--- src/rtl/fetch_unit_pkg.sv ---
// Shared definitions for the instruction fetch unit: XLEN, next-PC select
// encodings and the fetch FSM state type.
package fetch_unit_pkg;

  localparam int unsigned XLEN = 32;

  localparam logic [1:0] PC_SEQ  = 2'b00;
  localparam logic [1:0] PC_BR   = 2'b01;
  localparam logic [1:0] PC_JAL  = 2'b11;
  localparam logic [1:0] PC_JALR = 2'b10;

  typedef enum logic [1:0] {
    S_IDLE,
    S_REQ,
    S_WAIT,
    S_HOLD
  } fetch_state_t;

endpackage

--- src/rtl/fetch_unit_next_pc.sv ---
// Combinational redirect target and alignment check for fetch_unit.
// Behaviour depends on FETCH_MISALIGN_TRAP_EN (flag bit1 instead of forcing it to 0).
module next_pc_gen
  import fetch_unit_pkg::*;
(
  input  logic [1:0]      pc_sel,
  input  logic [XLEN-1:0] ex_pc,
  input  logic [XLEN-1:0] imm,
  input  logic [XLEN-1:0] rs1,
  output logic            take,
  output logic [XLEN-1:0] target,
  output logic            misalign
);

  logic [XLEN-1:0] rel_sum;
  logic [XLEN-1:0] jalr_sum;
  logic [XLEN-1:0] raw;

  always_comb begin
    rel_sum  = ex_pc + imm;
    jalr_sum = rs1 + imm;
    take     = (pc_sel != PC_SEQ);
    raw      = (pc_sel == PC_JALR) ? {jalr_sum[XLEN-1:1], 1'b0} : rel_sum;
`ifdef FETCH_MISALIGN_TRAP_EN
    target   = raw;
    misalign = raw[1];
`else
    target   = {raw[XLEN-1:2], 2'b00};
    misalign = 1'b0;
`endif
  end

endmodule

--- src/rtl/fetch_unit.sv ---
// Single-outstanding instruction fetch unit: IDLE/REQ/WAIT/HOLD FSM with
// branch/jump redirect and kill of in-flight responses. Option: FETCH_MISALIGN_TRAP_EN.
module fetch_unit
  import fetch_unit_pkg::*;
#(
  parameter logic [XLEN-1:0] RESET_PC = 32'h0000_0000
) (
  input  logic            clk_i,
  input  logic            rst_i,
  input  logic            redirect_i,
  input  logic [1:0]      pc_sel_i,
  input  logic [XLEN-1:0] ex_pc_i,
  input  logic [XLEN-1:0] imm_i,
  input  logic [XLEN-1:0] rs1_i,
  output logic            imem_req_o,
  output logic [XLEN-1:0] imem_addr_o,
  input  logic            imem_gnt_i,
  input  logic            imem_rvalid_i,
  input  logic [XLEN-1:0] imem_rdata_i,
  output logic            instr_valid_o,
  output logic [XLEN-1:0] instr_o,
  output logic [XLEN-1:0] instr_pc_o,
  input  logic            instr_ready_i,
  output logic            misalign_o
);

  fetch_state_t    state, state_nx;
  logic [XLEN-1:0] pc, pc_nx;
  logic            kill, kill_nx;
  logic            mis, mis_nx;
  logic            valid, valid_nx;
  logic [XLEN-1:0] instr, instr_nx;
  logic [XLEN-1:0] instr_pc, instr_pc_nx;

  logic            take;
  logic [XLEN-1:0] target;
  logic            tgt_mis;
  logic            redirect;

  next_pc_gen u_next_pc (
    .pc_sel   (pc_sel_i),
    .ex_pc    (ex_pc_i),
    .imm      (imm_i),
    .rs1      (rs1_i),
    .take     (take),
    .target   (target),
    .misalign (tgt_mis)
  );

  assign redirect = redirect_i && take;

  always_ff @(posedge clk_i or posedge rst_i) begin
    if (rst_i) begin
      state    <= S_IDLE;
      pc       <= RESET_PC;
      kill     <= 1'b0;
      mis      <= 1'b0;
      valid    <= 1'b0;
      instr    <= '0;
      instr_pc <= '0;
    end else begin
      state    <= state_nx;
      pc       <= pc_nx;
      kill     <= kill_nx;
      mis      <= mis_nx;
      valid    <= valid_nx;
      instr    <= instr_nx;
      instr_pc <= instr_pc_nx;
    end
  end

  always_comb begin
    state_nx    = state;
    pc_nx       = pc;
    kill_nx     = kill;
    mis_nx      = mis;
    valid_nx    = valid;
    instr_nx    = instr;
    instr_pc_nx = instr_pc;
    unique case (state)
      S_IDLE: state_nx = S_REQ;
      S_REQ: begin
        if (redirect) begin
          pc_nx    = target;
          mis_nx   = tgt_mis;
          valid_nx = 1'b0;
          // A grant taken together with a redirect leaves a stale response in flight.
          if (imem_gnt_i) begin
            state_nx = S_WAIT;
            kill_nx  = 1'b1;
          end else begin
            state_nx = tgt_mis ? S_HOLD : S_REQ;
          end
        end else if (imem_gnt_i) begin
          state_nx = S_WAIT;
        end
      end
      S_WAIT: begin
        if (redirect) begin
          pc_nx  = target;
          mis_nx = tgt_mis;
          if (imem_rvalid_i) begin
            kill_nx  = 1'b0;
            state_nx = tgt_mis ? S_HOLD : S_REQ;
          end else begin
            kill_nx = 1'b1;
          end
        end else if (imem_rvalid_i) begin
          if (kill) begin
            kill_nx  = 1'b0;
            state_nx = mis ? S_HOLD : S_REQ;
          end else begin
            instr_nx    = imem_rdata_i;
            instr_pc_nx = pc;
            valid_nx    = 1'b1;
            pc_nx       = pc + 32'd4;
            state_nx    = S_HOLD;
          end
        end
      end
      S_HOLD: begin
        if (redirect) begin
          pc_nx    = target;
          mis_nx   = tgt_mis;
          valid_nx = 1'b0;
          state_nx = tgt_mis ? S_HOLD : S_REQ;
        end else if (!mis && instr_ready_i) begin
          valid_nx = 1'b0;
          state_nx = S_REQ;
        end
      end
      default: state_nx = S_IDLE;
    endcase
  end

  assign imem_req_o    = (state == S_REQ);
  assign imem_addr_o   = pc;
  assign instr_valid_o = valid;
  assign instr_o       = instr;
  assign instr_pc_o    = instr_pc;
`ifdef FETCH_MISALIGN_TRAP_EN
  assign misalign_o    = mis;
`else
  assign misalign_o    = 1'b0;
`endif

endmodule

--- config.mk ---
export PLATFORM = sky130hd
export DESIGN_NAME = fetch_unit
export DESIGN_NICKNAME = d
export VERILOG_FILES = /design/src/rtl/fetch_unit_pkg.sv /design/src/rtl/fetch_unit_next_pc.sv /design/src/rtl/fetch_unit.sv
export SDC_FILE = /design/constraint.sdc
export NUM_CORES = 1
export LEC_CHECK = 0
export ABC_AREA = 1
export CAP_MARGIN = 10
export CORE_MARGIN = 5
export CORE_UTILIZATION = 56
export DETAILED_ROUTE_END_ITERATION = 8
export GPL_TIMING_DRIVEN = 0
export PLACE_DENSITY = 0.85
export SLEW_MARGIN = 25
export SYNTH_ARGS = -nofsm -noshare
export SYNTH_HDL_FRONTEND = slang
export SYNTH_SLANG_ARGS = --single-unit
--- constraint.sdc ---
create_clock -name clk_i -period 5.96 [get_ports clk_i]
set_input_delay 1.192 -clock clk_i [delete_from_list [all_inputs] [get_ports clk_i]]
set_output_delay 1.192 -clock clk_i [all_outputs]
set_load 0.1 [all_outputs]
### Yosys cells after proc, flatten, opt, wreduce, memory -nomap -nowiden

Cells that the tools add are included.

* bits in registers: 100
* bits of input ports: 136
* output and inout port bits: 99
* logic and storage cells: 66

* add/subtract/negate cells: 3
* equal/unequal tests: 14
* muxes and demuxes: 29
* bitwise logic cells: 2
* reduce and logical (&&, ||, !) cells: 12

Operators by type and width (number)
* $mux 32: 5
* $add 32x32->32: 2
* $pmux 32 s2: 1
* $add 32x3->32 const B: 1
* $mux 2: 9
* $reduce_and 4->1: 3
* $mux 1: 11
* $ne 3x3->1 const B: 3
* $pmux 2 s4: 1
* $eq 2x2->1 const B: 3
* $ne 2x1->1 const B: 3
* $ne 2x2->1 const B: 3
* $reduce_and 6->1: 1
* $reduce_bool 2->1: 3
* $ne 3x1->1 const B: 1
* $pmux 1 s3: 1
* $reduce_and 3->1: 1
* $reduce_bool 3->1: 1
* $eq 2x1->1 const B: 1
* $logic_not 2->1: 1
* $not 1->1: 2
* $pmux 1 s2: 1
* $reduce_or 2->1: 1
* $logic_and 1x1->1: 1

### Logic depth before layout (Yosys ltp)

* word-level depth: 5
* mapped depth: 16
* gate-level depth less buffers: 16

### Cells and area by module

Synthesis repeated with hierarchy kept, for this count alone.

* cells, all modules: 1784
* area, all modules: 10173.5 µm²

By module, submodules not included
* next_pc_gen: times used 1, cells each 1098, area an instance 5111.2 µm², seq. area each 0.0 µm²
* fetch_unit: times used 1, cells each 686, area an instance 5062.4 µm², seq. area each 2527.4 µm²

### Worst setup path after synthesis

Ideal clock, no wire load.

* path type: input to register
* start point: input imm_i[5]
* end point: register pc[11], in the netlist imem_addr_o[11]
* setup time: 120 ps
* data arrival time: 2538 ps
* data required time: 5840 ps
* slack: 3302 ps
* stages on the path: 12
* path buffers: 0
* cell sequence: ha_1 -> nand2_1 -> inv_1 -> a21oi_1 -> nand2_1 -> nand2_1 -> nand2_1 -> or2_2 -> nand3_1 -> nand3_1 -> nand3_1 -> nand2_1

* longest elaborated chain between the ends: 4
* elaborated cells on any way between the ends: 6
* those cells by class: add/sub (2); mux (4)

Ends and longest elaborated chain
* start: declaration: RTL line fetch_unit.sv:13 `input logic [XLEN-1:0] imm_i,`
* $add 32x32->32, on equally long branches: RTL line fetch_unit_next_pc.sv:20, fetch_unit_next_pc.sv:21
* $mux 32 *: RTL line fetch_unit_next_pc.sv:23 `raw = (pc_sel == PC_JALR) ? {jalr_sum[XLEN-1:1], 1'b0} : rel_sum;`
* $mux 32, on equally long branches: RTL line fetch_unit.sv:83, fetch_unit.sv:122, fetch_unit.sv:99
* $pmux 32 s2 *: RTL line fetch_unit.sv:80 `unique case (state)`
* end signal: assignment: RTL line fetch_unit.sv:63 `pc <= pc_nx;`
* end: declaration: RTL line fetch_unit.sv:28 `logic [XLEN-1:0] pc, pc_nx;`

Every way passes the cells marked *; elsewhere a longest branch is shown, timed or not. The select of a mux whose other input is x is not followed.
A chain may end at the register's enable or synchronous reset.

### Final worst setup path

* start point: register state[1]
* end point: output imem_req_o

* longest elaborated chain between the ends: 1

Ends and longest elaborated chain
* start: declaration: RTL line fetch_unit.sv:27 `fetch_state_t state, state_nx;`
* start signal: assignment: RTL line fetch_unit.sv:62 `state <= state_nx;`
* $eq 2x1->1: RTL line fetch_unit.sv:136 `assign imem_req_o = (state == S_REQ);`
* end: declaration: RTL line fetch_unit.sv:15 `output logic imem_req_o,`

No other way between the ends.

==> flow_metrics.tcl <==
set metrics [dict create \
    place_inst 2092 \
    drtPass1Iterations 8 \
    vias_per_cell 5.361 \
    post-dp-hpwl_mm 28.89 \
    critPathRequiredTime_ns 4.77 \
    core-area_um2 17240 \
    path_clk_slew_ns 0.07 \
    rsz0062_at_grt "false" \
    gp_congestion 0.9898 \
    syn_inst 1633 \
    fin_util 0.7384 \
    critPathKind "flop to primary output" \
    worstPathMaxFanout 6 \
    clk_path_buf_depth 2 \
    cts_root_buffer "clkbuf_16" \
    portBuffers 229 \
    seq_area_frac_synth 0.2447 \
    synth_warnings 0 \
    timing.hold.ws_ns 0.4853 \
    die_width_um 142.4 \
    layoutNonFillerInstCount 2108 \
    drv_slew 0 \
    cts_resized 0 \
    grt.total_usage 0.3316 \
    cts_buffers 9 \
    fin_area_um2 12730 \
    crit_path_start_kind "flop" \
    drive_gt1_frac 0.05045 \
    setup_tns_ns 0 \
    num_vias 11302 \
    fmax_mhz 280.7 \
    skew_ns 0.01171 \
    max-slew-margin-rel 0.2898 \
    hp-class "flop to flop" \
    synthArstFlopShare 1.000 \
    num_antenna_cells 0 \
    syn-cell-area_um2 9816 \
    hold_viol 0 \
    start_util 0.5695 \
    synthTopCellsByArea "dfrtp_1 24%, nand2_1 24%, inv_1 12%, ha_1 8.3%, nand3_1 6.4%" \
    ys_types 49 \
    vdd_ir_drop_max_v 0.0006240 \
    wl_per_cell_um 16.39 \
    cts_tree "yes" \
    dpl_cell_area_um2 12440 \
    cts_max_level 3 \
    ys.flop_type "dfrtp_1" \
    syn_area_per_cell_um2 6.011 \
    register_area_um2 2402 \
    critPathCaptureType "primary output" \
    powerDensity_nw_per_um2 444.4 \
    grt_pass1_wl_mm 53.74 \
    power_mw 5.656 \
    cellLeakagePower_nw 7.121 \
    maxCapViolations 0 \
    grt_overflow 0 \
    ios 235 \
    post-cts-setup-buffer-count 0 \
    wl_mm 34.54 \
    synth-seq-cells 96 \
    final.fill_count 1436 \
    post-route-period-util 0.5976 \
    syn2layout_area_growth_pct 29.66 \
    drc 0 \
    setup_ws_ns 2.398 \
    grt_max_degree 53 \
    tightest_slew_ns 1.062 \
    post-place-ws_ns 2.379 \
    synth_enable_flop_cells 0 \
    grt_pass1_vias 10657 \
    holdBufCountCts 0 \
    fin_crit_ns 3.562 \
    status "finished, final reports clean" \
    nNetsFinal 2079 \
    dr.first_iter.drc_count 879 \
    synth_top_cell_by_area "dfrtp_1" \
    clock_latency_ns 0.35 \
    multiInputGateArea_um2 6132 \
    antenna_found_initial 0 \
    die_h_um 142.4 \
    finalSetupViolCount 0 \
    postRouteAntennaNets 0 \
    cts_num_sinks 96 \
    synth_top_area_share 0.2447 \
    rows 48 \
    dieArea_um2 20280 \
    worst_ep_arrival_time_ns 2.37 \
]
==> layout make-up <==
class	instances	area share
buffer	29	0.01091
clock buffer	9	0.01770
clock inverter	7	0.005112
inverter	308	0.09133
multi-input combinational	1204	0.4818
sequential	96	0.1888
tap	225	0.02212
timing repair buffer	230	0.1823
==> logic make-up after synthesis <==
| family | count (synthesis) | synth area share |
|---|---|---|
| adders and majority gates | 65 | 0.08286 |
| buffers and inverters | 337 | 0.1321 |
| and+or+nand+nor | 927 | 0.4017 |
| AOI/OAI and AO/OA | 158 | 0.08617 |
| xor gates and xnor gates | 16 | 0.01428 |
| DFF | 96 | 0.2447 |
| other | 1 | 0.0003820 |
| muxes | 33 | 0.03786 |
==> sequential cells by signal, indices dropped and copies added (netlist names) <==
name	count
instr_pc_o	30
state	2
imem_addr_o	30
instr_valid_o	1
kill	1
instr_o	32
==> Yosys cell counts (2+ instances only) <==
cell	n
or2_2	5
buf_4	6
o21bai_1	4
nor4_1	6
o21ai_1	3
nand4_1	11
xnor2_1	2
dfrtp_1	96
nor2_2	4
nand3_1	126
a31oi_1	7
inv_2	3
ha_1	65
a21o_1	2
inv_1	303
nor2_4	4
nand2_4	2
nor2_1	88
nor2_8	2
and3_1	2
nor3b_1	2
a21oi_1	66
o31ai_1	3
nand3b_1	13
mux2_2	33
clkbuf_1	16
nor3_1	25
nand3_2	3
o21ai_0	65
xor2_1	14
nand2_1	629
buf_2	6
==> report_power, final <==
part | switching [mW] | leakage, nW | total (mW) | internal (mW)
registers | 0.256 | 1.26 | 1.15 | 0.895
logic | 2.97 | 5.72 | 3.94 | 0.965
clock network | 0.274 | 0.137 | 0.566 | 0.292
total | 3.50 | 7.12 | 5.66 | 2.15
==> placed cells by master, fill, tap and decap left out, types with 5 or more instances in the layout <==
master,instances
clkbuf_16,9
xor2_1,14
nand3b_1,13
nand3_1,126
a21oi_1,66
dfrtp_1,96
conb_1,5
buf_2,6
nand4_1,11
nand2_1,629
clkdlybuf4s50_1,229
clkbuf_1,16
inv_1,302
nor4_1,6
mux2_2,33
nor3_1,25
nor2_1,88
a31oi_1,7
ha_1,65
or2_2,5
buf_4,6
o21ai_0,65
==> metal layers <==
layer,part of all wire,vias to the layer above,GRT usage
met5,0,-,0
met4,0.046,0,0.1501
met3,0.086,92,0.05074
met2,0.49,549,0.6047
met1,0.38,5074,0.3817
li1,-,5587,-
==> critical path, stage by stage, from the launching register on <==
cell	delay, ns
dfrtp_1	0.40
inv_1	0.12
ha_1	0.31
clkdlybuf4s50_1	1.20
==> worst paths after layout <==
check / start / endpoint / slack, ns / depth (start not counted)
hold / removal: instr_pc_o[23] / instr_pc_o[23] / 0.49 / 2
max in group asynchronous: rst_i / instr_pc_o[9] / 4.12 / 3
min in group asynchronous: rst_i / instr_o[21] / 1.24 / 2
setup reg to reg: state[1] / imem_addr_o[15] / 3.58 / 10
hold reg to reg: instr_pc_o[23] / instr_pc_o[23] / 0.49 / 2
setup / recovery: state[1] / imem_req_o / 2.40 / 3
(Power assumes the default switching activity.)
